**src/rtl/prac1_sweep_ctrl_pkg.sv**
```systemverilog
// Shared types and constants for the comparator-lab sweep controller:
// state encoding, vector width, default expected {F,G} table.
package prac1_sweep_ctrl_pkg;

  localparam int unsigned VEC_W = 4;

  // Default table encodes F = A>B, G = A==B for A={a1,a2}, B={b1,b2}.
  localparam logic [31:0] EXP_TABLE_DEFAULT = 32'h6A1A_0601;

  typedef enum logic [1:0] {
    ST_IDLE   = 2'd0,
    ST_DRIVE  = 2'd1,
    ST_SAMPLE = 2'd2,
    ST_DONE   = 2'd3
  } state_e;

  function automatic logic [1:0] exp_fg(input logic [31:0] table_bits,
                                        input logic [VEC_W-1:0] vec);
    return table_bits[{vec, 1'b0} +: 2];
  endfunction

endpackage

```
**src/rtl/prac1_sweep_ctrl_if.sv**
```systemverilog
// Board/comparator-facing signal bundle of the sweep controller.
// master = controller side, slave = buttons/LEDs/comparator side.
interface prac1_sweep_ctrl_if;
  logic       start;
  logic       abort;
  logic       f_in;
  logic       g_in;
  logic       a1;
  logic       a2;
  logic       b1;
  logic       b2;
  logic       busy;
  logic       done;
  logic       pass;
  logic [4:0] err_count;
  logic       fail_valid;
  logic [3:0] fail_vec;

  modport master (
    input  start, abort, f_in, g_in,
    output a1, a2, b1, b2, busy, done, pass, err_count, fail_valid, fail_vec
  );

  modport slave (
    output start, abort, f_in, g_in,
    input  a1, a2, b1, b2, busy, done, pass, err_count, fail_valid, fail_vec
  );
endinterface

```
**src/rtl/prac1_sweep_ctrl_hold_timer.sv**
```systemverilog
// Settle-window counter: counts 0..HOLD_CYCLES-1 while enabled, clears
// otherwise; tc flags the last cycle of the window.
module prac1_sweep_ctrl_hold_timer #(
  parameter int unsigned HOLD_CYCLES = 10,
  parameter int unsigned HOLD_W      = 8
) (
  input  logic clk,
  input  logic rst_n,
  input  logic en,
  output logic tc
);

  localparam logic [HOLD_W-1:0] LAST = HOLD_W'(HOLD_CYCLES - 1);

  logic [HOLD_W-1:0] cnt_q;
  logic [HOLD_W-1:0] cnt_d;

  assign tc = (cnt_q == LAST);

  always_comb begin
    cnt_d = '0;
    if (en && !tc) cnt_d = cnt_q + HOLD_W'(1);
  end

  // NOTE: sequential state uses non-blocking (<=) so every flop samples
  // pre-edge values regardless of process ordering.
  always_ff @(posedge clk or negedge rst_n) begin
    if (!rst_n) cnt_q <= '0;
    else        cnt_q <= cnt_d;
  end

endmodule

```
**src/rtl/prac1_sweep_ctrl.sv**
```systemverilog
// Sweep sequencer for the 2-bit comparator lab: drives all 16 vectors,
// samples F/G after a settle window, tallies mismatches and the first failure.
module prac1_sweep_ctrl
  import prac1_sweep_ctrl_pkg::*;
#(
  parameter int unsigned HOLD_CYCLES = 10,
  parameter logic [31:0] EXP_TABLE   = EXP_TABLE_DEFAULT,
  parameter int unsigned HOLD_W      = 8
) (
  input logic                clk,
  input logic                rst_n,
  prac1_sweep_ctrl_if.master bus
);

  state_e           state_q, state_d;
  logic [VEC_W-1:0] vec_q, vec_d;
  logic [4:0]       err_q, err_d;
  logic             fv_q, fv_d;
  logic [VEC_W-1:0] fvec_q, fvec_d;
  logic             hold_tc;
  logic             mismatch;

  prac1_sweep_ctrl_hold_timer #(
    .HOLD_CYCLES (HOLD_CYCLES),
    .HOLD_W      (HOLD_W)
  ) u_hold (
    .clk   (clk),
    .rst_n (rst_n),
    .en    (state_q == ST_DRIVE),
    .tc    (hold_tc)
  );

  assign mismatch = ({bus.f_in, bus.g_in} != exp_fg(EXP_TABLE, vec_q));

  // NOTE: every always_comb output gets a default first; a path that leaves
  // one unassigned would infer a latch.
  always_comb begin
    state_d = state_q;
    vec_d   = vec_q;
    err_d   = err_q;
    fv_d    = fv_q;
    fvec_d  = fvec_q;
    unique case (state_q)
      ST_IDLE, ST_DONE: begin
        vec_d = '0;
        // abort in the same cycle suppresses a start
        if (bus.start && !bus.abort) begin
          state_d = ST_DRIVE;
          err_d   = '0;
          fv_d    = 1'b0;
          fvec_d  = '0;
        end
      end
      ST_DRIVE: begin
        if (bus.abort) begin
          state_d = ST_IDLE;
          vec_d   = '0;
        end else if (hold_tc) begin
          state_d = ST_SAMPLE;
        end
      end
      ST_SAMPLE: begin
        if (bus.abort) begin
          state_d = ST_IDLE;
          vec_d   = '0;
        end else begin
          if (mismatch) begin
            err_d = err_q + 5'd1;
            if (!fv_q) begin
              fv_d   = 1'b1;
              fvec_d = vec_q;
            end
          end
          if (vec_q == '1) begin
            state_d = ST_DONE;
            vec_d   = '0;
          end else begin
            state_d = ST_DRIVE;
            vec_d   = vec_q + 4'd1;
          end
        end
      end
      default: state_d = ST_IDLE;
    endcase
  end

  always_ff @(posedge clk or negedge rst_n) begin
    if (!rst_n) begin
      state_q <= ST_IDLE;
      vec_q   <= '0;
      err_q   <= '0;
      fv_q    <= 1'b0;
      fvec_q  <= '0;
    end else begin
      state_q <= state_d;
      vec_q   <= vec_d;
      err_q   <= err_d;
      fv_q    <= fv_d;
      fvec_q  <= fvec_d;
    end
  end

  assign {bus.a1, bus.a2, bus.b1, bus.b2} = vec_q;
  assign bus.busy       = (state_q == ST_DRIVE) || (state_q == ST_SAMPLE);
  assign bus.done       = (state_q == ST_DONE);
  assign bus.pass       = (state_q == ST_DONE) && (err_q == '0);
  assign bus.err_count  = err_q;
  assign bus.fail_valid = fv_q;
  assign bus.fail_vec   = fvec_q;

endmodule
```
**src/flat_wrapper.sv**
```systemverilog
// flat-port wrapper written by rule: the top's interface ports become plain ports
module prac1_sweep_ctrl_flat import prac1_sweep_ctrl_pkg::*;
#(
  parameter int unsigned HOLD_CYCLES = 10,
  parameter logic [31:0] EXP_TABLE   = EXP_TABLE_DEFAULT,
  parameter int unsigned HOLD_W      = 8
)
  (clk, rst_n, bus_start, bus_abort, bus_f_in, bus_g_in, bus_a1, bus_a2, bus_b1, bus_b2, bus_busy, bus_done, bus_pass, bus_err_count, bus_fail_valid, bus_fail_vec);
  prac1_sweep_ctrl_if bus_i ();
  input logic clk;
  input logic rst_n;
  input wire logic [$bits(bus_i.start)-1:0] bus_start;
  input wire logic [$bits(bus_i.abort)-1:0] bus_abort;
  input wire logic [$bits(bus_i.f_in)-1:0] bus_f_in;
  input wire logic [$bits(bus_i.g_in)-1:0] bus_g_in;
  output wire logic [$bits(bus_i.a1)-1:0] bus_a1;
  output wire logic [$bits(bus_i.a2)-1:0] bus_a2;
  output wire logic [$bits(bus_i.b1)-1:0] bus_b1;
  output wire logic [$bits(bus_i.b2)-1:0] bus_b2;
  output wire logic [$bits(bus_i.busy)-1:0] bus_busy;
  output wire logic [$bits(bus_i.done)-1:0] bus_done;
  output wire logic [$bits(bus_i.pass)-1:0] bus_pass;
  output wire logic [$bits(bus_i.err_count)-1:0] bus_err_count;
  output wire logic [$bits(bus_i.fail_valid)-1:0] bus_fail_valid;
  output wire logic [$bits(bus_i.fail_vec)-1:0] bus_fail_vec;
  assign bus_i.start = bus_start;
  assign bus_i.abort = bus_abort;
  assign bus_i.f_in = bus_f_in;
  assign bus_i.g_in = bus_g_in;
  assign bus_a1 = bus_i.a1;
  assign bus_a2 = bus_i.a2;
  assign bus_b1 = bus_i.b1;
  assign bus_b2 = bus_i.b2;
  assign bus_busy = bus_i.busy;
  assign bus_done = bus_i.done;
  assign bus_pass = bus_i.pass;
  assign bus_err_count = bus_i.err_count;
  assign bus_fail_valid = bus_i.fail_valid;
  assign bus_fail_vec = bus_i.fail_vec;
  prac1_sweep_ctrl #(.HOLD_CYCLES(HOLD_CYCLES), .EXP_TABLE(EXP_TABLE), .HOLD_W(HOLD_W)) u_core (.clk(clk), .rst_n(rst_n), .bus(bus_i));
endmodule
```
**config.mk**
```make
export PLATFORM = sky130hd
export DESIGN_NAME = prac1_sweep_ctrl_flat
export DESIGN_NICKNAME = d
export VERILOG_FILES = /design/src/rtl/prac1_sweep_ctrl_pkg.sv /design/src/rtl/prac1_sweep_ctrl_if.sv /design/src/rtl/prac1_sweep_ctrl_hold_timer.sv /design/src/rtl/prac1_sweep_ctrl.sv /design/src/flat_wrapper.sv
export SDC_FILE = /design/constraint.sdc
export NUM_CORES = 1
export LEC_CHECK = 0
export BUFFER_PORTS_ARGS = -buffer_cell sky130_fd_sc_hd__buf_2
export CAP_MARGIN = 0
export CORE_MARGIN = 3
export CORE_UTILIZATION = 54
export DETAILED_ROUTE_END_ITERATION = 8
export HOLD_SLACK_MARGIN = 0.05
export PLACE_DENSITY = 0.78
export SYNTH_ARGS = -nofsm -noshare
export SYNTH_HDL_FRONTEND = slang
export SYNTH_SLANG_ARGS = --single-unit
```
**constraint.sdc**
```tcl
create_clock -name clk -period 2.5 [get_ports clk]
set_input_delay 0.125 -clock clk [delete_from_list [all_inputs] [get_ports clk]]
set_output_delay 0.125 -clock clk [all_outputs]
set_load 0.005 [all_outputs]
```
==> impl_results.md <==
- Least-Margin Pin Slew: 0.535 ns
- Max Slew Vio Count: 0
- Worst Hold Depth: 2
- Gate Count Post-Synth: 163
- Area after DPL: 0.00163 mm^2
- Period utilisation layout: 88.1%
- Post-route design area: 0.00166 mm^2
- RSZ-0062 raised after global routing: false
- Clock slew at reported path FFs: 0.12 ns
- Max Used Layer: met4
- DIE AREA: 0.00348 mm^2
- Crit-path cells: inv_1, ha_1, nor2b_1, o211a_1, a211oi_4, o21a_1, mux2i_1
- Gr usage total: 19.3%
- Dpl hpwl: 2.22 mm
- Core area: 0.00257 mm^2
- Min-delay src: bus_abort
- Mux contribution to synthesized area: 4.71%
- Logic gate share of total power: 26.6%
- Die Y: 59.0 um
- Largest family of logic cells by synthesized area: simple AND/OR/NAND/NOR gates
- Layout cells sized above 1: 16.9%
- Hold Violations, Final: 0
- Share of power burned in registers: 53.5%
- Final WL: 2.98 mm
- Clock Power Share: 19.9%
- CTS tree: done
- Max-Cap Viols: 0
- TNS Setup: 0 ns
- First-pass GRT wire length: 5.20 mm
- Yosys reg bits: 24
- CP Capture Type: register
- CP max stage cell: dfrtp_1
- Max incr delay on CP: 0.51 ns
- Worst r2r src: u_core.vec_q[0]
- Xor/xnor share of the synthesized area: 4.63%
- Worst path required time: 2.74 ns
- CP Class: register to register
- Outcome: complete, no violations
- Post-synthesis adder-cell area fraction: 9.92%
- Worst Hold Class: primary input to register
- Worst hold slack: 0.0768 ns
- Layout Utilization: 64.6%
- Worst-path fanout max: 9
- Commonest non-fill, non-tap cells in the layout: 24 x dfrtp_1, 22 x buf_2, 19 x nor2_1
- Skew final: 0.00396 ns
- Synth warn: 0
- WP buf/inv: 1
- R2r setup slk: 0.30 ns
- I/O Buffers: 22
- Int Power: 0.551 mW
- Fmax: 454 MHz
- Gpl congestion: 0.876
- # setup viols final: 0
- # rows: 18
- R2R Path End: u_core.bus.err_count[1]
- Distinct cells, synth: 36
- Simple-gate share of the synthesized area: 17.9%
- Global route overflow: 0
- Switching Share: 33.7%
- Synth Net Count: 181
- Clock sink count: 24
- Iteration-0 DRC Markers: 78
- Post-CTS Setup Inserts: 0
- CTS Buffer Depth: 2
- Initial Util: 59.0%
- Ports: 23
- Synth Area in Compound Gates: 16.6%
- Max VDD drop: 504 uV
- P_sw: 0.281 mW
- Clk_lat worst skew: 0.31 ns
- Post-synth EDFFs: 0
- Drt pass-1 iters: 4
- Synth Cell Area: 0.00151 mm^2
- Avg WL per Cell: 14.0 um
- Largest net degree at the start of global routing: 25
- Die W: 59.0 um
- Register area share after synthesis: 39.7%
- Total length of routed met2 wires: 1.46 mm
- Antenna diodes: 0
- Met3 WL: 129 um
- Largest delay share family, worst path: compound AO/OA/AOI/OAI gates
- Num CTS Buffers: 3
- Initial antenna violation count: 0
- Crit path DAT: 2.44 ns
- Syn avg cell area: 9.29 um^2
- Period minus WS final: 2.20 ns
- Pwr Total: 0.832 mW
- Hold EP: u_core.vec_q[0]
- Nets: 203
- Detail Route Antenna Nets: 0
- WL met1: 1.35 mm
- Vias: 1196
- Layout Area Growth over Synthesis: 9.59%
- PwrDens: 502 mW/mm^2
- CTS root buf: clkbuf_4
- Residual DRC: 0
- Worst-case reg-to-reg path depth: 7
- Async set or reset register ratio after synthesis: 100%
- Vias in the first global route: 1207
- Commonest non-fill, non-tap cell in the layout: dfrtp_1
- CP Launch Type: register
- DR vias/cell: 5.62
- Pleak: 0.791 nW
- Worst slew margin: 64.3%
- H-tree levels: 1
- Main synth FF type: dfrtp_1
-- layout make-up --
| cell class | count | area [um^2] |
|---|---|---|
| flip-flops and latches | 24 | 601 |
| multi-input cells | 117 | 815 |
| inverters | 15 | 56.3 |
| repair buffers | 24 | 128 |
| well taps | 30 | 37.5 |
| clock buffers | 3 | 22.5 |
| fillers | 220 | 908 |
-- cell families after synthesis --
group                      count (synthesis)
DFF                                       24
AOI/OAI and AO/OA                         34
muxes                                      7
adders and majority gates                 12
buffers and inverters                     22
xor gates and xnor gates                   8
and+or+nand+nor                           56
-- layer usage --
layer | vias to the layer above | track usage [%]
li1 | 601 | -
met5 | - | 0
met4 | 0 | 7.12
met1 | 561 | 24.8
met2 | 30 | 33.0
met3 | 4 | 2.41
-- sequential cells by signal (all words and copies together) (netlist names) --
name                   flops
u_core.state_q             2
u_core.bus.fail_valid      1
u_core.bus.err_count       5
u_core.bus.fail_vec        4
u_core.vec_q               4
u_core.u_hold.cnt_q        8
-- stage by stage --
stage | setup slack, ns | cells
2_1_floorplan | 0.595 | 163
3_3_place_gp | 0.458 | 209
3_5_place_dp | 0.325 | 209
4_1_cts | 0.284 | 213
5_1_grt | 0.101 | 213
6_report | 0.299 | 213
-- worst reg2reg max path, cell delays in order, from the launching register on --
cell	delay, ns
dfrtp_1	0.51
inv_1	0.11
ha_1	0.22
nor2b_1	0.14
o211a_1	0.27
a211oi_4	0.32
o21a_1	0.34
mux2i_1	0.23
-- Yosys cell counts, types with 5 or more instances --
| master | number | area [um^2] |
|---|---|---|
| inv_1 | 15 | 56.3 |
| xor2_1 | 6 | 52.6 |
| o21ai_0 | 9 | 45.0 |
| nand2_1 | 11 | 41.3 |
| dfrtp_1 | 24 | 601 |
| nor2_1 | 19 | 71.3 |
| mux2i_1 | 6 | 60.1 |
| a21oi_1 | 5 | 25.0 |
| ha_1 | 12 | 150 |
| o211ai_1 | 5 | 37.5 |
| nand3_1 | 12 | 60.1 |
-- power groups by stage --
stage | sequential [mW] | combinational [mW] | clock (mW)
after floorplan | 0.443 | 0.170 | 0
after global placement | 0.449 | 0.212 | 0
after detailed placement | 0.452 | 0.222 | 0
after CTS | 0.444 | 0.225 | 0.173
after global routing | 0.451 | 0.257 | 0.181
final | 0.445 | 0.221 | 0.166
-- how the worst max path moves through the flow --
stage / cells after the start / start / slack, ns / endpoint
2_1_floorplan: 8 / u_core.vec_q[0] / 0.59 / u_core.bus.fail_valid
3_3_place_gp: 7 / u_core.vec_q[0] / 0.46 / u_core.bus.fail_valid
3_5_place_dp: 7 / u_core.vec_q[0] / 0.32 / u_core.bus.err_count[1]
4_1_cts: 7 / u_core.vec_q[0] / 0.28 / u_core.bus.err_count[1]
5_1_grt: 7 / u_core.vec_q[0] / 0.10 / u_core.bus.fail_valid
6_report: 7 / u_core.vec_q[0] / 0.30 / u_core.bus.err_count[1]
-- what timing repair did --
item / CTS / global route
gates resized for setup: 0 / 0
hold endpoints to repair: 24 / 0
hold buffers: 1 / 0
Power figures use the tool's default switching activity.
